===== src/rtl/mem_req_arbiter_if.sv =====
// SRAM-like request/response bundle used by both pipeline masters and the memory-side slave port.
// The master modport drives the request; the slave modport answers with addr_ok/data_ok/rdata.
interface mem_req_arbiter_if;
  logic        req;
  logic        wr;
  logic [1:0]  size;
  logic [3:0]  wstrb;
  logic [31:0] addr;
  logic [31:0] wdata;
  logic        addr_ok;
  logic        data_ok;
  logic [31:0] rdata;

  modport master (
    output req, wr, size, wstrb, addr, wdata,
    input  addr_ok, data_ok, rdata
  );

  modport slave (
    input  req, wr, size, wstrb, addr, wdata,
    output addr_ok, data_ok, rdata
  );
endinterface


===== src/rtl/mem_req_arbiter.sv =====
// Two-master (inst/data) to one-slave SRAM-like arbiter with in-order ID FIFO for response routing.
// Optional macro MEM_ARB_ROUND_ROBIN_EN selects round-robin grant; default is fixed data priority.
module mem_req_arbiter #(
  parameter int OT_DEPTH = 4
) (
  input  logic                   clk,
  input  logic                   reset,
  mem_req_arbiter_if.slave       inst_sram,
  mem_req_arbiter_if.slave       data_sram,
  mem_req_arbiter_if.master      mem,
  output logic                   arb_err
);

  localparam int AW = (OT_DEPTH > 1) ? $clog2(OT_DEPTH) : 1;
  localparam logic [AW:0] W_FULL_CNT = (AW + 1)'(OT_DEPTH);

  // Master IDs: 0 = inst, 1 = data
  logic          w_req_i;
  logic          w_req_d;
  logic          w_gnt_vld;
  logic          w_gnt_id;
  logic          w_held_req;
  logic          w_hold_live;
  logic          w_full;
  logic          w_empty;
  logic          w_mem_req;
  logic          w_push;
  logic          w_pop;
  logic          w_head_id;
  logic          w_hold_next;
  logic          w_hold_id_next;

  logic          r_hold;
  logic          r_hold_id;
  logic [AW-1:0] r_wptr;
  logic [AW-1:0] r_rptr;
  logic [AW:0]   r_count;
  logic          r_arb_err;
  logic          r_id_mem [OT_DEPTH];

`ifdef MEM_ARB_ROUND_ROBIN_EN
  logic          r_last;
`endif

  assign w_req_i     = inst_sram.req;
  assign w_req_d     = data_sram.req;
  assign w_gnt_vld   = w_req_i | w_req_d;
  assign w_held_req  = r_hold_id ? w_req_d : w_req_i;
  assign w_hold_live = r_hold & w_held_req;

  always_comb begin
    w_gnt_id = 1'b0;
    if (w_hold_live) begin
      w_gnt_id = r_hold_id;
    end else if (w_req_i && w_req_d) begin
`ifdef MEM_ARB_ROUND_ROBIN_EN
      w_gnt_id = ~r_last;
`else
      w_gnt_id = 1'b1;
`endif
    end else begin
      w_gnt_id = w_req_d;
    end
  end

  assign w_full    = (r_count == W_FULL_CNT);
  assign w_empty   = (r_count == '0);
  assign w_mem_req = w_gnt_vld & ~w_full;
  assign w_push    = w_mem_req & mem.addr_ok;
  assign w_pop     = mem.data_ok & ~w_empty;
  assign w_head_id = r_id_mem[r_rptr];

  assign mem.req = w_mem_req;

  // Request fields follow the grant even when full; only req itself is throttled.
  always_comb begin
    mem.wr    = 1'b0;
    mem.size  = 2'd0;
    mem.wstrb = 4'd0;
    mem.addr  = 32'd0;
    mem.wdata = 32'd0;
    if (w_gnt_vld) begin
      if (w_gnt_id) begin
        mem.wr    = data_sram.wr;
        mem.size  = data_sram.size;
        mem.wstrb = data_sram.wstrb;
        mem.addr  = data_sram.addr;
        mem.wdata = data_sram.wdata;
      end else begin
        mem.wr    = inst_sram.wr;
        mem.size  = inst_sram.size;
        mem.wstrb = inst_sram.wstrb;
        mem.addr  = inst_sram.addr;
        mem.wdata = inst_sram.wdata;
      end
    end
  end

  assign inst_sram.addr_ok = w_push & ~w_gnt_id;
  assign data_sram.addr_ok = w_push &  w_gnt_id;
  assign inst_sram.data_ok = w_pop  & ~w_head_id;
  assign data_sram.data_ok = w_pop  &  w_head_id;
  assign inst_sram.rdata   = mem.rdata;
  assign data_sram.rdata   = mem.rdata;
  assign arb_err           = r_arb_err;

  // A stalled handshake pins the grant; a flush by the held master releases it.
  always_comb begin
    w_hold_next    = r_hold;
    w_hold_id_next = r_hold_id;
    if (w_push) begin
      w_hold_next = 1'b0;
    end else if (w_mem_req) begin
      w_hold_next    = 1'b1;
      w_hold_id_next = w_gnt_id;
    end else if (r_hold && !w_held_req) begin
      w_hold_next = 1'b0;
    end
  end

  always_ff @(posedge clk or posedge reset) begin
    if (reset) begin
      r_hold    <= 1'b0;
      r_hold_id <= 1'b0;
      r_wptr    <= '0;
      r_rptr    <= '0;
      r_count   <= '0;
      r_arb_err <= 1'b0;
    end else begin
      r_hold    <= w_hold_next;
      r_hold_id <= w_hold_id_next;
      if (w_push) begin
        r_wptr <= r_wptr + AW'(1);
      end
      if (w_pop) begin
        r_rptr <= r_rptr + AW'(1);
      end
      case ({w_push, w_pop})
        2'b10:   r_count <= r_count + (AW + 1)'(1);
        2'b01:   r_count <= r_count - (AW + 1)'(1);
        default: r_count <= r_count;
      endcase
      if (mem.data_ok && w_empty) begin
        r_arb_err <= 1'b1;
      end
    end
  end

  // ID storage needs no reset: entries are only read while count says they are valid.
  always_ff @(posedge clk) begin
    if (w_push) begin
      r_id_mem[r_wptr] <= w_gnt_id;
    end
  end

`ifdef MEM_ARB_ROUND_ROBIN_EN
  // Resets to data so that inst wins the first contested cycle.
  always_ff @(posedge clk or posedge reset) begin
    if (reset) begin
      r_last <= 1'b1;
    end else if (w_push) begin
      r_last <= w_gnt_id;
    end
  end
`endif

endmodule


===== src/flat_wrapper.sv =====
// flat-port wrapper written by rule: the top's interface ports become plain ports
module mem_req_arbiter_flat 
#(
  parameter int OT_DEPTH = 4
)
  (clk, reset, arb_err, inst_sram_req, inst_sram_wr, inst_sram_size, inst_sram_wstrb, inst_sram_addr, inst_sram_wdata, inst_sram_addr_ok, inst_sram_data_ok, inst_sram_rdata, data_sram_req, data_sram_wr, data_sram_size, data_sram_wstrb, data_sram_addr, data_sram_wdata, data_sram_addr_ok, data_sram_data_ok, data_sram_rdata, mem_req, mem_wr, mem_size, mem_wstrb, mem_addr, mem_wdata, mem_addr_ok, mem_data_ok, mem_rdata);
  mem_req_arbiter_if inst_sram_i ();
  mem_req_arbiter_if data_sram_i ();
  mem_req_arbiter_if mem_i ();
  input  logic clk;
  input  logic reset;
  output logic arb_err;
  input wire logic [$bits(inst_sram_i.req)-1:0] inst_sram_req;
  input wire logic [$bits(inst_sram_i.wr)-1:0] inst_sram_wr;
  input wire logic [$bits(inst_sram_i.size)-1:0] inst_sram_size;
  input wire logic [$bits(inst_sram_i.wstrb)-1:0] inst_sram_wstrb;
  input wire logic [$bits(inst_sram_i.addr)-1:0] inst_sram_addr;
  input wire logic [$bits(inst_sram_i.wdata)-1:0] inst_sram_wdata;
  output wire logic [$bits(inst_sram_i.addr_ok)-1:0] inst_sram_addr_ok;
  output wire logic [$bits(inst_sram_i.data_ok)-1:0] inst_sram_data_ok;
  output wire logic [$bits(inst_sram_i.rdata)-1:0] inst_sram_rdata;
  input wire logic [$bits(data_sram_i.req)-1:0] data_sram_req;
  input wire logic [$bits(data_sram_i.wr)-1:0] data_sram_wr;
  input wire logic [$bits(data_sram_i.size)-1:0] data_sram_size;
  input wire logic [$bits(data_sram_i.wstrb)-1:0] data_sram_wstrb;
  input wire logic [$bits(data_sram_i.addr)-1:0] data_sram_addr;
  input wire logic [$bits(data_sram_i.wdata)-1:0] data_sram_wdata;
  output wire logic [$bits(data_sram_i.addr_ok)-1:0] data_sram_addr_ok;
  output wire logic [$bits(data_sram_i.data_ok)-1:0] data_sram_data_ok;
  output wire logic [$bits(data_sram_i.rdata)-1:0] data_sram_rdata;
  output wire logic [$bits(mem_i.req)-1:0] mem_req;
  output wire logic [$bits(mem_i.wr)-1:0] mem_wr;
  output wire logic [$bits(mem_i.size)-1:0] mem_size;
  output wire logic [$bits(mem_i.wstrb)-1:0] mem_wstrb;
  output wire logic [$bits(mem_i.addr)-1:0] mem_addr;
  output wire logic [$bits(mem_i.wdata)-1:0] mem_wdata;
  input wire logic [$bits(mem_i.addr_ok)-1:0] mem_addr_ok;
  input wire logic [$bits(mem_i.data_ok)-1:0] mem_data_ok;
  input wire logic [$bits(mem_i.rdata)-1:0] mem_rdata;
  assign inst_sram_i.req = inst_sram_req;
  assign inst_sram_i.wr = inst_sram_wr;
  assign inst_sram_i.size = inst_sram_size;
  assign inst_sram_i.wstrb = inst_sram_wstrb;
  assign inst_sram_i.addr = inst_sram_addr;
  assign inst_sram_i.wdata = inst_sram_wdata;
  assign inst_sram_addr_ok = inst_sram_i.addr_ok;
  assign inst_sram_data_ok = inst_sram_i.data_ok;
  assign inst_sram_rdata = inst_sram_i.rdata;
  assign data_sram_i.req = data_sram_req;
  assign data_sram_i.wr = data_sram_wr;
  assign data_sram_i.size = data_sram_size;
  assign data_sram_i.wstrb = data_sram_wstrb;
  assign data_sram_i.addr = data_sram_addr;
  assign data_sram_i.wdata = data_sram_wdata;
  assign data_sram_addr_ok = data_sram_i.addr_ok;
  assign data_sram_data_ok = data_sram_i.data_ok;
  assign data_sram_rdata = data_sram_i.rdata;
  assign mem_req = mem_i.req;
  assign mem_wr = mem_i.wr;
  assign mem_size = mem_i.size;
  assign mem_wstrb = mem_i.wstrb;
  assign mem_addr = mem_i.addr;
  assign mem_wdata = mem_i.wdata;
  assign mem_i.addr_ok = mem_addr_ok;
  assign mem_i.data_ok = mem_data_ok;
  assign mem_i.rdata = mem_rdata;
  mem_req_arbiter #(.OT_DEPTH(OT_DEPTH)) u_core (.clk(clk), .reset(reset), .inst_sram(inst_sram_i), .data_sram(data_sram_i), .mem(mem_i), .arb_err(arb_err));
endmodule

===== config.mk =====
export PLATFORM = sky130hd
export DESIGN_NAME = mem_req_arbiter_flat
export DESIGN_NICKNAME = d
export VERILOG_FILES = /design/src/rtl/mem_req_arbiter_if.sv /design/src/rtl/mem_req_arbiter.sv /design/src/flat_wrapper.sv
export SDC_FILE = /design/constraint.sdc
export NUM_CORES = 1
export LEC_CHECK = 0
export ABC_AREA = 1
export BUFFER_PORTS_ARGS = -buffer_cell sky130_fd_sc_hd__buf_2
export CAP_MARGIN = 40
export CORE_AREA = 2 2 123 125
export DETAILED_ROUTE_END_ITERATION = 7
export DIE_AREA = 0 0 125 127
export GPL_TIMING_DRIVEN = 1
export PLACE_DENSITY = 0.53
export SLEW_MARGIN = 40
export SYNTH_ARGS = -nofsm -noshare
export SYNTH_HDL_FRONTEND = slang
export SYNTH_SLANG_ARGS = --single-unit

===== constraint.sdc =====
create_clock -name clk -period 1.7 [get_ports clk]
set_input_delay 0.255 -clock clk [delete_from_list [all_inputs] [get_ports clk]]
set_output_delay 0.255 -clock clk [all_outputs]
set_load 0.01 [all_outputs]

# After elaboration in Yosys (flattened, before gate mapping)
# Memory sizes are Yosys's and may differ from the RTL's.
# Cells that the tools add are included.
[totals] reg_bits=10 ramBits=4 wordCells=55 memories=1
[op_classes] bitwise=14 n_eq_ne=3 n_mux=19 n_reduce_logical=8 add_sub_neg=4
[mem_list] name="u_core.r_id_mem" depth=4 width=1 rd=1 rd_clocked_by_memory_dff=0 write_ports=1 line_no="mem_req_arbiter.sv:39" rtl="logic r_id_mem [OT_DEPTH];"
[op_table] operator="32-bit two-way mux" n=4
[op_table] operator="1-bit two-way mux" n=10
[op_table] operator="1-bit AND" n=8
[op_table] operator="4-bit two-way mux" n=2
[op_table] operator="3-bit one-hot mux with 2 select lines" n=1
[op_table] operator="1-bit inverter" n=5
[op_table] operator="2-bit by 1-bit adder with 2-bit output, second input constant" n=2
[op_table] operator="2-bit two-way mux" n=2
[op_table] operator="3-bit by 1-bit adder with 3-bit output, second input constant" n=1
[op_table] operator="3-bit == test, second input constant" n=1
[op_table] operator="1-bit logical AND" n=3
[op_table] operator="3-bit zero test" n=1
[op_table] operator="3-bit nonzero test" n=1
[op_table] operator="3-bit by 1-bit subtractor with 3-bit output, second input constant" n=1
[op_table] operator="2-bit by 1-bit == test with 1-bit output, second input constant" n=1
[op_table] operator="2-bit == test, second input constant" n=1
[op_table] operator="2-bit AND reduction" n=1
[op_table] operator="2-bit nonzero test" n=1
[op_table] operator="1-bit zero test" n=1
[op_table] operator="1-bit OR" n=1

# Logic depth before layout (Yosys ltp)
[logic_depth] word_depth=6 ltp_mapped=11 ltp_nobuf=11

# Worst setup path before layout
# Ideal clock, no wire load.
[synth_path] kind="register -> register" start="register u_core.r_count[0]" end="register u_core.r_count[2]" setup_time_ps=123 stages_incl_launch_ff=11 path_buffers=1 arrival_ps=1761 slack_ps=-184 cell_sequence="dfrtp_1 > nor2_1 > nand2_1 > nand3_1 > buf_4 > ha_1 > inv_1 > fa_1 > nand2_1 > nand3b_1 > xor2_1"
[synth_between] elab_chain_cells=6 elab_cells_between_ends=13 classes_between="2 x add/sub; 3 x eq/ne; 1 x mux; 5 x bitwise; 2 x reduce/logical"
[synth_lines] element="from (decl)" line_no="mem_req_arbiter.sv:37" rtl="logic [AW:0] r_count;"
[synth_lines] element="from (signal assigned)" line_no="mem_req_arbiter.sv:139" rtl="2'b10: r_count <= r_count + (AW + 1)'(1);"
[synth_lines] element="from (signal assigned)" line_no="mem_req_arbiter.sv:140" rtl="2'b01: r_count <= r_count - (AW + 1)'(1);"
[synth_lines] element="from (signal assigned)" line_no="mem_req_arbiter.sv:141" rtl="default: r_count <= r_count;"
[synth_lines] element="3-bit == test" line_no="mem_req_arbiter.sv:66" rtl="assign w_full = (r_count == W_FULL_CNT);"
[synth_lines] element="1-bit inverter" line_no="mem_req_arbiter.sv:68" rtl="assign w_mem_req = w_gnt_vld & ~w_full;"
[synth_lines] element="1-bit AND" line_no="mem_req_arbiter.sv:68"
[synth_lines] element="1-bit AND" line_no="mem_req_arbiter.sv:69" rtl="assign w_push = w_mem_req & mem.addr_ok;"
[synth_lines] element="2-bit by 1-bit == test with 1-bit output / 2-bit == test (equally long branches)" line_no="mem_req_arbiter.sv:138" rtl="case ({w_push, w_pop})"
[synth_lines] element="3-bit one-hot mux with 2 select lines / 2-bit nonzero test (equally long branches)"
# Parallel ways exist; a longest one is shown, timed or not.
# A chain may end at the register's enable or synchronous reset.

# Worst setup path after layout
[layout_path] start="register u_core.r_hold" end="output port mem_addr[26]"
[layout_between] elab_chain_cells=4
[layout_lines] element="from (decl)" line_no="mem_req_arbiter.sv:33" rtl="logic r_hold;"
[layout_lines] element="from (signal assigned)" line_no="mem_req_arbiter.sv:130" rtl="r_hold <= w_hold_next;"
[layout_lines] element="1-bit AND" line_no="mem_req_arbiter.sv:49" rtl="assign w_hold_live = r_hold & w_held_req;"
[layout_lines] element="1-bit two-way mux" line_no="mem_req_arbiter.sv:53" rtl="if (w_hold_live) begin"
[layout_lines] element="32-bit two-way mux" line_no="mem_req_arbiter.sv:83" rtl="if (w_gnt_id) begin"
[layout_lines] element="32-bit two-way mux" line_no="mem_req_arbiter.sv:82" rtl="if (w_gnt_vld) begin"
[layout_lines] element="to (decl)" line_no="flat_wrapper.sv:35" rtl="output wire logic [$bits(mem_i.addr)-1:0] mem_addr;"
# Every way passes these cells.

==> out/metrics.yaml <==
outcome:
  run_status: "finished, violations left"
  violations: "negative hold slack, negative setup slack"
synth:
  syn_avg_cell_area_sq_um: 5.88
  ys_seq_area_share_pct: 13.4
  synth_cell_types: 22
  ys_seq_elements: 14
  netlist_instances: 470
  synth_ff_type: "dfrtp_1"
  synth.most_common_cell: "nor2_1"
  synth-edff-count: 4
  syn_nets: 656
  synth_top_cell_by_area: "nor2_1"
  yosysWarnings: 0
  async_reset_ff_share_pct: 71.4
  syn_area_sq_mm: 0.00276
  netlist.area_leader.share_pct: 20.4
  yosys-top-cells-area: "nor2_1 20%, buf_4 20%, nand3b_1 20%, nand2_1 13%, dfrtp_1 9.1%"
  synth_common_cells: "150 x nor2_1, 93 x nand2_1, 73 x buf_4"
route:
  routed_via_density: 4.13
  top_layer_used: "met4"
  vias: 3365
  firstDrtPassIters: 4
  remaining_drc_errors: 0
  drtIter0Drc: 170
  dr_wl_met3_microns: 938
  antenna_left: 0
  routedWlPerCell_microns: 12.7
  dr_wl_met2_mm: 4.88
  wl_mm: 10.3
  drt-met1-wl_mm: 4.24
sta:
  hold_viol_final: 10
  whs_ns: -0.0195
  rsz0062_at_grt: "true"
  setup_viol: 12
  min_period_over_period_pct: 104
  max_freq_ghz: 0.567
  finalClockSkew_ns: 0.00184
  finalMaxSlewViolations: 0
  tightestPinTransition_ns: 0.386
  layout_setup_ws_ns: -0.0643
  finalCriticalPeriod_ns: 1.76
  max_slew_margin_pct: 74.3
clocking:
  clk_latency_ns: 0.24
  cts_tree: "done"
  clk_path_buf_depth: 2
  cts_root_buffer: "clkbuf_16"
  cts_buffers: 3
  cts_sinks: 14
  path_clk_slew_ns: 0.05
  h-tree-depth: 1
critical_path:
  crit_path_cell_trace: "nand3_4 > nand2_4 > inv_8 > buf_12 > nor2_1 > nor2_1 > buf_2"
  path_buf_inv: 3
  worstPathRequired_ns: 1.44
  arrival_ns: 1.51
  critPathTopFamily: "buffers and inverters"
  cpPeakStageDelay_ns: 0.40
  cpMostUsedCell: "nor2_1"
  critical_path_class: "reg2out"
  crit_path_end_kind: "output port"
  slowest_stage: "dfrtp_1"
  worstSetupStartpointType: "flip-flop"
  worst-path-max-fanout: 15
job:
  cap_viol_max_count: 0
global_route:
  grt_antenna_before_repair: 0
  grt_pass1_wl_mm: 15.3
  grt_pass1_vias: 3067
  gr-total-overflow: 0
  grt_max_degree: 39
  grt_use_total_pct: 11.6
final_layout:
  drive_above_1_share_pct: 44.0
  utilization_pct: 27.4
  fin_nets: 817
  filler_cell_count: 1656
  areaGrowthSynthToFinish_pct: 43.0
  diodes: 0
  design_area_sq_mm: 0.00395
placed_design:
  place_hpwl_mm: 7.89
  globalplace.congestion: 0.773
  portBuffers: 224
  post-place-ws_ns: 0.00142
  placed_area_sq_mm: 0.00371
floorplanning:
  die_w_microns: 125
  num_io_pins: 321
  core_sq_mm: 0.0144
  die_y_microns: 127
  initial_core_util_pct: 19.1
  rows: 44
  dieArea_sq_mm: 0.0159
pwr:
  powerDensity_mw_per_mm2: 853
  vdd_drop_max_mv: 0.363
  p_leak_nw: 2.29
min_path:
  hold_path_class: "in2async"
==> layout make-up <==
| cell class | instances | area (sq um) | area share [%] |
|---|---|---|---|
| tap | 184 | 230 | 5.83 |
| inverter | 22 | 90.1 | 2.28 |
| timing repair buffer | 251 | 1460 | 36.9 |
| clock buffer | 3 | 75.1 | 1.90 |
| sequential | 14 | 370 | 9.38 |
| clock inverter | 1 | 3.75 | 0.0951 |
| multi-input combinational | 339 | 1720 | 43.6 |
==> power breakdown <==
group | internal (mW) | switching, mW | leakage [nW]
clock | 0.311 | 0.136 | 0.0385
combinational | 1.07 | 1.26 | 2.10
sequential | 0.486 | 0.106 | 0.154
==> state kept, by name, summed over array words and instances, names as in the netlist <==
name	count
u_core.r_hold	1
u_core.r_wptr	2
u_core.r_rptr	2
u_core.arb_err	1
u_core.r_hold_id	1
u_core.r_id_mem	4
u_core.r_count	3
==> what timing repair did <==
| item | 4_1_cts | 5_1_grt |
|---|---|---|
| setup buffers | 4 | 4 |
| resized for setup | 6 | 12 |
| hold endpoints to repair | 0 | 0 |
| hold buffers | 0 | 0 |
| setup endpoints to repair | 64 | 73 |
| pin swaps | 6 | 5 |
| cloned | 1 | 1 |
==> placed cells by master, fill, tap and decap left out, types with 2 or more instances in the layout <==
cell type	count
nand3_1	2
buf_4	18
buf_12	6
xor2_1	2
o21ai_0	5
clkbuf_16	4
nor2_2	10
buf_16	2
a21oi_1	2
inv_1	18
nand2_1	91
edfxtp_1	4
dfrtp_1	10
buf_2	224
ha_1	4
xnor2_1	2
nor2_1	139
inv_2	3
nand3b_1	72
nand2_2	2
==> metrics by stage <==
| step | std cells | setup TNS (ns) | power, mW |
|---|---|---|---|
| after detailed placement | 800 | 0 | 2.71 |
| after global placement | 800 | 0 | 2.71 |
| final | 814 | -0.301 | 3.37 |
| after floorplan | 470 | -0.0280 | 2.06 |
| after global routing | 814 | -6.26 | 3.70 |
| after CTS | 809 | -0.564 | 3.28 |
==> cells by family (layout without fill, tap and decap cells) <==
kind of cell | count (synthesis) | in the layout | share of synthesized area, %
DFF | 14 | 14 | 13.4
and+or+nand+nor | 321 | 321 | 54.2
adders and majority gates | 6 | 6 | 2.99
AOI/OAI and AO/OA | 8 | 8 | 1.59
buffers and inverters | 117 | 277 | 26.5
xor gates and xnor gates | 4 | 4 | 1.27
==> final timing paths <==
check | start | endpoint | slack, ns | cells past startpoint
hold reg to reg | u_core.arb_err$_DFFE_PP0P_ | u_core.arb_err$_DFFE_PP0P_ | 0.46 | 1
hold / removal | reset | u_core.r_rptr[1]$_DFFE_PP0P_ | -0.02 | 2
setup reg to reg | u_core.r_count[1]$_DFFE_PP0P_ | u_core.r_count[2]$_DFFE_PP0P_ | 0.05 | 9
min in group clk | mem_data_ok | u_core.arb_err$_DFFE_PP0P_ | 0.28 | 2
setup / recovery | u_core.r_hold$_DFFE_PP0P_ | mem_addr[26] | -0.06 | 7
max in group asynchronous | reset | u_core.arb_err$_DFFE_PP0P_ | 1.44 | 2
==> routing by layer <==
metal  vias up  global-route usage [%]
met1      1446                    14.4
met3        33                    2.72
met2       176                    19.6
met4         0                    4.05
li1       1710                       -
met5         -                       0
No activity file was read; power rests on OpenSTA's default activity.
